### src/rtl/cpu_pkg.sv
// Shared CPU pipeline definitions: register-address width, the hazard tracker
// entry format and a helper that tests one entry against a source register.
package cpu_pkg;

    localparam int unsigned RF_AW = 5;
    localparam logic [RF_AW-1:0] ZERO_REG = '0;

    // One in-flight instruction as seen by the hazard tracker
    typedef struct packed {
        logic [RF_AW-1:0] dst;
        logic             we;
        logic             ld;
        logic             ext;
    } track_ent_t;

    localparam track_ent_t ENT_NOP = '0;

    // True when the entry will write the register being read
    function automatic logic ent_hit(input track_ent_t e, input logic [RF_AW-1:0] src);
        return e.we && (e.dst == src);
    endfunction

endpackage

### src/rtl/hazard_ctrl_if.sv
// Bundle between the ID stage/pipeline control and hazard_ctrl.
//   master: ID-stage decode info and dm_wait out, bypass/stall controls in
//   slave : the hazard controller (the inverse)
interface hazard_ctrl_if #(
    parameter int unsigned AW = cpu_pkg::RF_AW
);
    logic          vld_ID;
    logic [AW-1:0] src0_addr_ID;
    logic [AW-1:0] src1_addr_ID;
    logic          re0_ID;
    logic          re1_ID;
    logic [AW-1:0] dst_addr_ID;
    logic          we_ID;
    logic          ld_ID;
    logic          ext_ID;
    logic          dm_wait;

    logic          byp0_EX;
    logic          byp1_EX;
    logic          byp0_ext_EX;
    logic          byp1_ext_EX;
    logic          byp0_DM;
    logic          byp1_DM;
    logic          stall_IF_ID;
    logic          stall_ID_EX;
    logic          stall_EX_DM;
    logic          bubble_ID_EX;

    modport master (
        output vld_ID, src0_addr_ID, src1_addr_ID, re0_ID, re1_ID,
               dst_addr_ID, we_ID, ld_ID, ext_ID, dm_wait,
        input  byp0_EX, byp1_EX, byp0_ext_EX, byp1_ext_EX, byp0_DM, byp1_DM,
               stall_IF_ID, stall_ID_EX, stall_EX_DM, bubble_ID_EX
    );

    modport slave (
        input  vld_ID, src0_addr_ID, src1_addr_ID, re0_ID, re1_ID,
               dst_addr_ID, we_ID, ld_ID, ext_ID, dm_wait,
        output byp0_EX, byp1_EX, byp0_ext_EX, byp1_ext_EX, byp0_DM, byp1_DM,
               stall_IF_ID, stall_ID_EX, stall_EX_DM, bubble_ID_EX
    );

endinterface

### src/rtl/ext_busy_cnt.sv
// Down-counter tracking how many more cycles an ext op occupies EX.
//   clk, rst_n : clock, async active-low reset
//   load       : ext op enters ID_EX; counter loads EXT_LAT-1
//   hold       : freeze (data-memory wait)
//   busy       : counter nonzero
module ext_busy_cnt #(
    parameter int unsigned EXT_LAT = 3
) (
    input  logic clk,
    input  logic rst_n,
    input  logic load,
    input  logic hold,
    output logic busy
);

    localparam int unsigned CW = (EXT_LAT > 1) ? $clog2(EXT_LAT) : 1;

    logic [CW-1:0] cnt;

    assign busy = (cnt != '0);

    // Load on ext entry, otherwise count down to zero unless frozen
    always_ff @(posedge clk or negedge rst_n) begin
        if (!rst_n) begin
            cnt <= '0;
        end else if (!hold) begin
            if (load) begin
                cnt <= CW'(EXT_LAT - 1);
            end else if (busy) begin
                cnt <= cnt - CW'(1);
            end
        end
    end

endmodule

### src/rtl/hazard_ctrl.sv
// ID-stage hazard and forwarding controller for the 5-stage pipeline.
// Tracks in-flight destinations (ID_EX, EX_DM, DM_WB), drives registered
// EX-stage bypass selects and combinational stall/bubble controls.
//   clk, rst_n : clock, async active-low reset
//   hz (slave) : ID decode info, dm_wait, bypass selects, stalls, bubble
// Build option: HAZARD_FWD_DM_EN enables forwarding from DM_WB; without it an
// EX_DM match costs a one-cycle bubble instead.
module hazard_ctrl
    import cpu_pkg::*;
#(
    parameter int unsigned EXT_LAT = 3
) (
    input  logic          clk,
    input  logic          rst_n,
    hazard_ctrl_if.slave  hz
);

    track_ent_t       ent_id_ex, ent_ex_dm, ent_dm_wb, ent_new;
    logic [RF_AW-1:0] src [2];
    logic [1:0]       re, req, hit_a, hit_b;
    logic [1:0]       byp_ex_d, byp_ext_d, byp_dm_d, lu;
    logic [1:0]       byp_ex_q, byp_ext_q, byp_dm_q;
    logic             busy, bubble, stall_id_ex, ext_load;
    logic             unused;

    // DM_WB is covered by register-file write-through; kept for occupancy only
    assign unused = ^{ent_dm_wb, ent_ex_dm.ld, ent_ex_dm.ext};

    // Per-port hazard detection; ID_EX (youngest) takes priority over EX_DM
    always_comb begin
        src[0]    = hz.src0_addr_ID;
        src[1]    = hz.src1_addr_ID;
        re        = {hz.re1_ID, hz.re0_ID};
        req       = '0;
        hit_a     = '0;
        hit_b     = '0;
        byp_ex_d  = '0;
        byp_ext_d = '0;
        byp_dm_d  = '0;
        lu        = '0;
        for (int n = 0; n < 2; n++) begin
            req[n]       = re[n] & hz.vld_ID & (src[n] != ZERO_REG);
            hit_a[n]     = req[n] & ent_hit(ent_id_ex, src[n]);
            hit_b[n]     = req[n] & ent_hit(ent_ex_dm, src[n]);
            byp_ex_d[n]  = hit_a[n] & ~ent_id_ex.ext & ~ent_id_ex.ld;
            byp_ext_d[n] = hit_a[n] & ent_id_ex.ext;
`ifdef HAZARD_FWD_DM_EN
            byp_dm_d[n]  = ~hit_a[n] & hit_b[n];
            lu[n]        = hit_a[n] & ent_id_ex.ld & ~ent_id_ex.ext;
`else
            lu[n]        = (hit_a[n] & ent_id_ex.ld & ~ent_id_ex.ext) | (~hit_a[n] & hit_b[n]);
`endif
        end
    end

    // dm_wait beats the ext stall, which beats a load-use bubble
    assign stall_id_ex     = hz.dm_wait | busy;
    assign bubble          = ~stall_id_ex & (|lu);
    assign hz.stall_IF_ID  = stall_id_ex | bubble;
    assign hz.stall_ID_EX  = stall_id_ex;
    assign hz.stall_EX_DM  = hz.dm_wait;
    assign hz.bubble_ID_EX = bubble;

    // Entry for the instruction leaving ID; r0 and squashed slots never write
    always_comb begin
        ent_new     = ENT_NOP;
        ent_new.dst = hz.dst_addr_ID;
        ent_new.we  = hz.we_ID & hz.vld_ID & (hz.dst_addr_ID != ZERO_REG);
        ent_new.ld  = hz.ld_ID;
        ent_new.ext = hz.ext_ID;
    end

    assign ext_load = hz.vld_ID & hz.ext_ID & ~stall_id_ex & ~bubble;

    ext_busy_cnt #(
        .EXT_LAT (EXT_LAT)
    ) u_ext_busy_cnt (
        .clk   (clk),
        .rst_n (rst_n),
        .load  (ext_load),
        .hold  (hz.dm_wait),
        .busy  (busy)
    );

    // Tracker: freeze on dm_wait, hold ID_EX during ext stall, else shift
    always_ff @(posedge clk or negedge rst_n) begin
        if (!rst_n) begin
            ent_id_ex <= ENT_NOP;
            ent_ex_dm <= ENT_NOP;
            ent_dm_wb <= ENT_NOP;
        end else if (!hz.dm_wait) begin
            if (busy) begin
                ent_ex_dm <= ENT_NOP;
            end else begin
                ent_id_ex <= bubble ? ENT_NOP : ent_new;
                ent_ex_dm <= ent_id_ex;
            end
            ent_dm_wb <= ent_ex_dm;
        end
    end

    // Bypass selects follow the consumer into EX
    always_ff @(posedge clk or negedge rst_n) begin
        if (!rst_n) begin
            byp_ex_q  <= '0;
            byp_ext_q <= '0;
            byp_dm_q  <= '0;
        end else if (bubble) begin
            byp_ex_q  <= '0;
            byp_ext_q <= '0;
            byp_dm_q  <= '0;
        end else if (!stall_id_ex) begin
            byp_ex_q  <= byp_ex_d;
            byp_ext_q <= byp_ext_d;
            byp_dm_q  <= byp_dm_d;
        end
    end

    assign hz.byp0_EX     = byp_ex_q[0];
    assign hz.byp1_EX     = byp_ex_q[1];
    assign hz.byp0_ext_EX = byp_ext_q[0];
    assign hz.byp1_ext_EX = byp_ext_q[1];
    assign hz.byp0_DM     = byp_dm_q[0];
    assign hz.byp1_DM     = byp_dm_q[1];

endmodule

### src/flat_wrapper.sv
// flat-port wrapper written by rule: the top's interface ports become plain ports
module hazard_ctrl_flat import cpu_pkg::*;
#(
    parameter int unsigned EXT_LAT = 3
)
  (clk, rst_n, hz_vld_ID, hz_src0_addr_ID, hz_src1_addr_ID, hz_re0_ID, hz_re1_ID, hz_dst_addr_ID, hz_we_ID, hz_ld_ID, hz_ext_ID, hz_dm_wait, hz_byp0_EX, hz_byp1_EX, hz_byp0_ext_EX, hz_byp1_ext_EX, hz_byp0_DM, hz_byp1_DM, hz_stall_IF_ID, hz_stall_ID_EX, hz_stall_EX_DM, hz_bubble_ID_EX);
  hazard_ctrl_if hz_i ();
  input  logic clk;
  input  logic rst_n;
  input wire logic [$bits(hz_i.vld_ID)-1:0] hz_vld_ID;
  input wire logic [$bits(hz_i.src0_addr_ID)-1:0] hz_src0_addr_ID;
  input wire logic [$bits(hz_i.src1_addr_ID)-1:0] hz_src1_addr_ID;
  input wire logic [$bits(hz_i.re0_ID)-1:0] hz_re0_ID;
  input wire logic [$bits(hz_i.re1_ID)-1:0] hz_re1_ID;
  input wire logic [$bits(hz_i.dst_addr_ID)-1:0] hz_dst_addr_ID;
  input wire logic [$bits(hz_i.we_ID)-1:0] hz_we_ID;
  input wire logic [$bits(hz_i.ld_ID)-1:0] hz_ld_ID;
  input wire logic [$bits(hz_i.ext_ID)-1:0] hz_ext_ID;
  input wire logic [$bits(hz_i.dm_wait)-1:0] hz_dm_wait;
  output wire logic [$bits(hz_i.byp0_EX)-1:0] hz_byp0_EX;
  output wire logic [$bits(hz_i.byp1_EX)-1:0] hz_byp1_EX;
  output wire logic [$bits(hz_i.byp0_ext_EX)-1:0] hz_byp0_ext_EX;
  output wire logic [$bits(hz_i.byp1_ext_EX)-1:0] hz_byp1_ext_EX;
  output wire logic [$bits(hz_i.byp0_DM)-1:0] hz_byp0_DM;
  output wire logic [$bits(hz_i.byp1_DM)-1:0] hz_byp1_DM;
  output wire logic [$bits(hz_i.stall_IF_ID)-1:0] hz_stall_IF_ID;
  output wire logic [$bits(hz_i.stall_ID_EX)-1:0] hz_stall_ID_EX;
  output wire logic [$bits(hz_i.stall_EX_DM)-1:0] hz_stall_EX_DM;
  output wire logic [$bits(hz_i.bubble_ID_EX)-1:0] hz_bubble_ID_EX;
  assign hz_i.vld_ID = hz_vld_ID;
  assign hz_i.src0_addr_ID = hz_src0_addr_ID;
  assign hz_i.src1_addr_ID = hz_src1_addr_ID;
  assign hz_i.re0_ID = hz_re0_ID;
  assign hz_i.re1_ID = hz_re1_ID;
  assign hz_i.dst_addr_ID = hz_dst_addr_ID;
  assign hz_i.we_ID = hz_we_ID;
  assign hz_i.ld_ID = hz_ld_ID;
  assign hz_i.ext_ID = hz_ext_ID;
  assign hz_i.dm_wait = hz_dm_wait;
  assign hz_byp0_EX = hz_i.byp0_EX;
  assign hz_byp1_EX = hz_i.byp1_EX;
  assign hz_byp0_ext_EX = hz_i.byp0_ext_EX;
  assign hz_byp1_ext_EX = hz_i.byp1_ext_EX;
  assign hz_byp0_DM = hz_i.byp0_DM;
  assign hz_byp1_DM = hz_i.byp1_DM;
  assign hz_stall_IF_ID = hz_i.stall_IF_ID;
  assign hz_stall_ID_EX = hz_i.stall_ID_EX;
  assign hz_stall_EX_DM = hz_i.stall_EX_DM;
  assign hz_bubble_ID_EX = hz_i.bubble_ID_EX;
  hazard_ctrl #(.EXT_LAT(EXT_LAT)) u_core (.clk(clk), .rst_n(rst_n), .hz(hz_i));
endmodule
### config.mk
export PLATFORM = sky130hd
export DESIGN_NAME = hazard_ctrl_flat
export DESIGN_NICKNAME = d
export VERILOG_FILES = /design/src/rtl/cpu_pkg.sv /design/src/rtl/hazard_ctrl_if.sv /design/src/rtl/ext_busy_cnt.sv /design/src/rtl/hazard_ctrl.sv /design/src/flat_wrapper.sv
export SDC_FILE = /design/constraint.sdc
export NUM_CORES = 1
export LEC_CHECK = 0
export BUFFER_PORTS_ARGS = -buffer_cell sky130_fd_sc_hd__buf_2
export CAP_MARGIN = 10
export CORE_ASPECT_RATIO = 0.9
export CORE_MARGIN = 10
export CORE_UTILIZATION = 44
export CTS_BUF_LIST = sky130_fd_sc_hd__clkbuf_4 sky130_fd_sc_hd__clkbuf_8 sky130_fd_sc_hd__clkbuf_16
export DETAILED_ROUTE_END_ITERATION = 10
export PLACE_DENSITY = 0.76
export RECOVER_POWER = 25
export SKIP_LAST_GASP = 1
export SYNTH_ARGS = -nofsm -noshare
export SYNTH_HDL_FRONTEND = slang
export SYNTH_SLANG_ARGS = --single-unit
### constraint.sdc
create_clock -name clk -period 2.8 [get_ports clk]
set_input_delay 0.42 -clock clk [delete_from_list [all_inputs] [get_ports clk]]
set_output_delay 0.42 -clock clk [all_outputs]
set_load 0.1 [all_outputs]
# Word level (Yosys, flattened, before mapping)
# Index checks and enable logic that the tools add are counted.
# op_classes
reduce_logical	12
eq_ne	5
n_bitwise	38
muxes	10
add_sub_neg	1
# ops
cell	count
1-bit bitwise AND	26
5-bit == test	4
2-bit two-way mux	8
8-bit two-way mux	2
5-bit nonzero test	3
1-bit inverter	8
1-bit logical AND	4
1-bit OR	4
2-bit AND reduction	2
2-bit nonzero test	2
2-bit by 1-bit inequality test with 1-bit output, second input constant	1
2-bit OR reduction	1
2-bit by 1-bit subtractor with 2-bit output, second input constant	1
# word_totals
elab_cells	76
ff_bits	22
inputBits	24
output_inout_bits	10

# Logic depth before layout (Yosys ltp)
# logic_depth
ltp_word	12
ltp_mapped	9
depth_no_buf	6

# Cells and area by module
# Synthesis repeated with hierarchy kept, for this count alone.
# unflattened
cells_unflattened	113
area_unflattened_um2	1162.4
# by_module_without_submodules
module	seq_area_each_um2	cells_each	area_per_inst_um2	n_inst
hazard_ctrl	450.4	101	1042.2	1
ext_busy_cnt	50.0	12	120.1	1

# Worst setup path after synthesis
# No wires, ideal clock.
# synth_timing
kind	flip-flop to flip-flop
start	register u_core.u_ext_busy_cnt.cnt[0]
end	register u_core.byp_ex_q[0]
path_buffers	3
required_ns	2.696
t_arrival_ns	2.555
synth_period_minus_slack_ns	2.659
setup_ns	0.104
slack_ns	0.141
path_stages_with_launch	10
cell_sequence	dfrtp_1 inv_1 ha_1 clkbuf_1 nor2b_1 clkbuf_1 inv_1 clkbuf_1 nand2_1 o41ai_4
# synth_via
elab_chain_len	5
elab_cells_between_ends	6
cone_classes	eq/ne: 1; mux: 1; bitwise: 3; reduce/logical: 1
# synth_lines
element	line	source
from (decl)	ext_busy_cnt.sv:18	logic [CW-1:0] cnt;
from (signal assigned)	ext_busy_cnt.sv:28	cnt <= CW'(EXT_LAT - 1);
from (signal assigned)	ext_busy_cnt.sv:30	cnt <= cnt - CW'(1);
2-bit nonzero test (*)	ext_busy_cnt.sv:20	assign busy = (cnt != '0);
1-bit OR (*)	hazard_ctrl.sv:57	assign stall_id_ex = hz.dm_wait | busy;
named net hz_stall_ID_EX	flat_wrapper.sv:27	output wire logic [$bits(hz_i.stall_ID_EX)-1:0] hz_stall_ID_EX;
1-bit inverter	hazard_ctrl.sv:58	assign bubble = ~stall_id_ex & (|lu);
1-bit bitwise AND	hazard_ctrl.sv:58	
2-bit by 1-bit inequality test with 1-bit output (no line) / 2-bit two-way mux (equally long branches)	n/a	
to (signal assigned)	hazard_ctrl.sv:113	byp_ex_q <= byp_ex_d;
to (decl)	hazard_ctrl.sv:22	logic [1:0] byp_ex_q, byp_ext_q, byp_dm_q;
# Mark *: on every way through the listed nets, which the timed path passes. The rest lies on a longest branch.
# A chain may end at the register's enable or synchronous reset.

# Final worst setup path
# layout_timing
start	register u_core.ent_id_ex[5] in the netlist's numbering
end	output port hz_bubble_ID_EX
# layout_via
elab_chain_len	8
elab_cells_between_ends	18
cone_classes	eq/ne: 2; bitwise: 13; reduce/logical: 3
# layout_lines
element	line	source
from (decl)	hazard_ctrl.sv:18	track_ent_t ent_id_ex, ent_ex_dm, ent_dm_wb, ent_new;
from (signal assigned)	hazard_ctrl.sv:95	ent_id_ex <= bubble ? ENT_NOP : ent_new;
5-bit == test	cpu_pkg.sv:20	return e.we && (e.dst == src);
1-bit logical AND	cpu_pkg.sv:20	
1-bit bitwise AND	hazard_ctrl.sv:43	hit_a[n] = req[n] & ent_hit(ent_id_ex, src[n]);
1-bit bitwise AND / 1-bit inverter (equally long branches)	hazard_ctrl.sv:51	lu[n] = (hit_a[n] & ent_id_ex.ld & ~ent_id_ex.ext) | (~hit_a[n] & hit_b[n]);
1-bit bitwise AND	hazard_ctrl.sv:51	
1-bit OR	hazard_ctrl.sv:51	
2-bit OR reduction (*)	hazard_ctrl.sv:58	
1-bit bitwise AND (*)	hazard_ctrl.sv:58	
to (decl)	flat_wrapper.sv:29	output wire logic [$bits(hz_i.bubble_ID_EX)-1:0] hz_bubble_ID_EX;
# Every way passes the cells marked *; elsewhere a longest branch is shown, timed or not.

==> impl_metrics.toml <==
[outcome]
status = "finished, final reports clean"

[route]
viasPerCell = 5.59
route.detailed.drc = 0
drt-wirelength-per-cell_um = 16.8
drt-pass1-iter-count = 4
drt_iter0_markers = 53
ant_nets = 0
wl_mm = 3.42
num_vias = 1134

[place]
io_buffers = 31
gp_congestion = 0.858
dp_hpwl_mm = 2.72
dp_cells = 195

[timing]
slew_violations = 0
fin_skew_ns = 0.00213
min_period_ns = 2.79
rsz0062_at_grt = "true"
max_freq_ghz = 0.358
period_share_pct = 99.6
setup_viol = 0
relSlewSlack_pct = 29.7
tightestPinTransition_ns = 1.05
hold_viol_final = 0

[setup_path]
crit_path_start_kind = "flip-flop"
critical-path-top-delay-family = "simple AND/OR/NAND/NOR gates"
max_stage_delay_ns = 0.45
endpoint_kind = "output port"
cp_num_buf_inv = 2
cpMaxStageDelayCell = "or4_4"
cp.depth = 8
crit_arrival_ns = 2.37
required_ns = 2.38
cp_max_fo = 4
ff2ff_path_depth = 9
critPathKind = "flip-flop to output port"
critical_path.cell_chain = "buf_4, xnor2_2, nand4_1, or4_4, a21oi_1, or2_1, and2_4, buf_12"

[pwr]
p_leak_nw = 0.719
ir_drop_uv = 450
power_density_nw_per_um2 = 699

[yosys]
synth_edf_count = 0
ys_seq_area_share_pct = 40.8
yosysWarnings = 0
ys_types = 37
ys_ff_latch = 20
avgSynthCellArea_um2 = 9.03
synthCells = 136
async_flop_share_pct = 100
ys.flop_type = "dfrtp_1"
synth_area_um2 = 1230

[die]
initial_utilization_pct = 45.4
ios = 34
coreArea_um2 = 2700
rows = 18
die_w_um = 75.7
die-height_um = 70.1
die-area_um2 = 5310

[global_routing]
grt_pass1_wl_mm = 5.64
grt_start_max_net_pins = 21
met1_usage_pct = 15.3
gr-usage-met2_pct = 23.5
grt_util_all_layers_pct = 13.5
met3_usage_pct = 3.53
top_usage_layer = "met2"
grt_pass1_vias = 1213
antenna_found_initial = 0
grt.overflow.total = 0

[cts]
hold_buffers = 0
cts_root_buf = "clkbuf_4"
insertion_delay_ns = 0.29
cts.htree.levels = 1
cts_made_buffers = 3
clock_sinks = 20
clk_pin_slew_ns = 0.10
clk_path_buf_depth = 2
tritoncts = "done"

[finish]
final_util_pct = 57.1
final_cell_mix = "nand2_1, buf_2, dfrtp_1"
fin_cells = 203
nNetsFinal = 200
antenna_cells = 0
fillers = 242
final_common_cell = "nand2_1"
drive_gt1_share_pct = 35.8
syn_to_final_growth_pct = 25.7

[worst_hold_path]
hold_class = "input port to asynchronous set/reset pin"

[run]
drv_cap = 0
-- cells in the mapped netlist, drive strengths merged, types with 2 or more instances --
| cell type | instances | area share [%] |
|---|---|---|
| o31ai | 4 | 2.9 |
| nor2 | 4 | 1.2 |
| nand4 | 4 | 2.0 |
| o41ai | 2 | 3.0 |
| a31oi | 2 | 1.0 |
| or4 | 3 | 2.1 |
| dfrtp | 20 | 41 |
| inv | 5 | 1.5 |
| or2 | 3 | 1.5 |
| nor4 | 2 | 1.0 |
| buf | 4 | 2.8 |
| nand2 | 32 | 9.8 |
| o21ai | 12 | 4.9 |
| xor2 | 9 | 6.4 |
| or3 | 2 | 1.1 |
| xnor2 | 11 | 8.5 |
| clkbuf | 4 | 1.2 |
-- kinds of logic after synthesis --
family,count (synthesis),share of synthesized area [%]
and+or+nand+nor,55,21.4
AOI/OAI and AO/OA,26,16.1
xor gates and xnor gates,20,14.9
DFF,20,40.8
buffers and inverters,13,5.50
adders and majority gates,1,1.02
other,1,0.306
-- repair_timing --
action	CTS	global route
pin swaps	5	4
endpoints found under the setup margin	2	2
setup buffers	2	3
resized for setup	11	3
-- stage by stage --
step           hold WS, ns  instance area, um^2  setup TNS, ns  total power [mW]  setup slack [ns]
2_1_floorplan        0.124                 1230              0             0.747             0.141
3_3_place_gp         0.381                 1430              0             0.853            0.0517
3_5_place_dp         0.386                 1430       -0.00548             0.885          -0.00548
4_1_cts             0.0583                 1510              0              1.06           0.00233
5_1_grt              0.362                 1540         -0.125              1.16           -0.0817
6_report             0.285                 1540              0              1.08            0.0106
-- where the power goes --
part / internal (mW) / total, mW / switching [mW]
registers: 0.374 / 0.487 / 0.114
logic: 0.204 / 0.458 / 0.254
clock network: 0.0500 / 0.132 / 0.0818
-- registers in the layout, indices dropped and copies added (netlist names) --
signal / flops
u_core.byp_ex_q: 2
u_core.byp_ext_q: 2
u_core.ent_ex_dm: 6
u_core.ent_id_ex: 8
u_core.u_ext_busy_cnt.cnt: 2
-- worst reg2reg max path, cell delays in order, from the launching register on --
cell	delay (ns)
dfrtp_1	0.40
buf_6	0.13
xor2_1	0.15
nor4_2	0.27
nand4_1	0.20
a32o_2	0.35
buf_4	0.14
buf_4	0.13
o41a_2	0.45
a31oi_1	0.14
-- metal layers --
metal	part of all wire (%)	wire length (um)	up-vias
li1	-	-	537
met1	41	1410	556
met2	51	1740	36
met3	6.7	230	5
met4	1.1	39	0
met5	0	0	-
-- path summary, 6_finish.rpt --
check,startpoint,end,slack [ns]
min in group clk,hz_dst_addr_ID[0],u_core.ent_id_ex[3]$_DFFE_PN0P_,0.37
min,rst_n,u_core.byp_ext_q[1]$_DFFE_PN0P_,0.28
max reg2reg,u_core.ent_id_ex[5]$_DFFE_PN0P_,u_core.u_ext_busy_cnt.cnt[1]$_DFFE_PN0P_,0.36
max in group asynchronous,rst_n,u_core.ent_id_ex[7]$_DFFE_PN0P_,1.82
min reg2reg,u_core.byp_ext_q[1]$_DFFE_PN0P_,u_core.byp_ext_q[1]$_DFFE_PN0P_,0.50
max,u_core.ent_id_ex[5]$_DFFE_PN0P_,hz_bubble_ID_EX,0.01
-- area by class of cell --
type | instances | area (um^2) | share of cell area, %
flip-flops and latches | 20 | 504 | 32.7
repair buffers | 41 | 263 | 17.0
multi-input cells | 104 | 697 | 45.2
clock buffers | 3 | 22.5 | 1.46
well taps | 30 | 37.5 | 2.43
inverters | 5 | 18.8 | 1.22
Power figures use the tool's default switching activity.
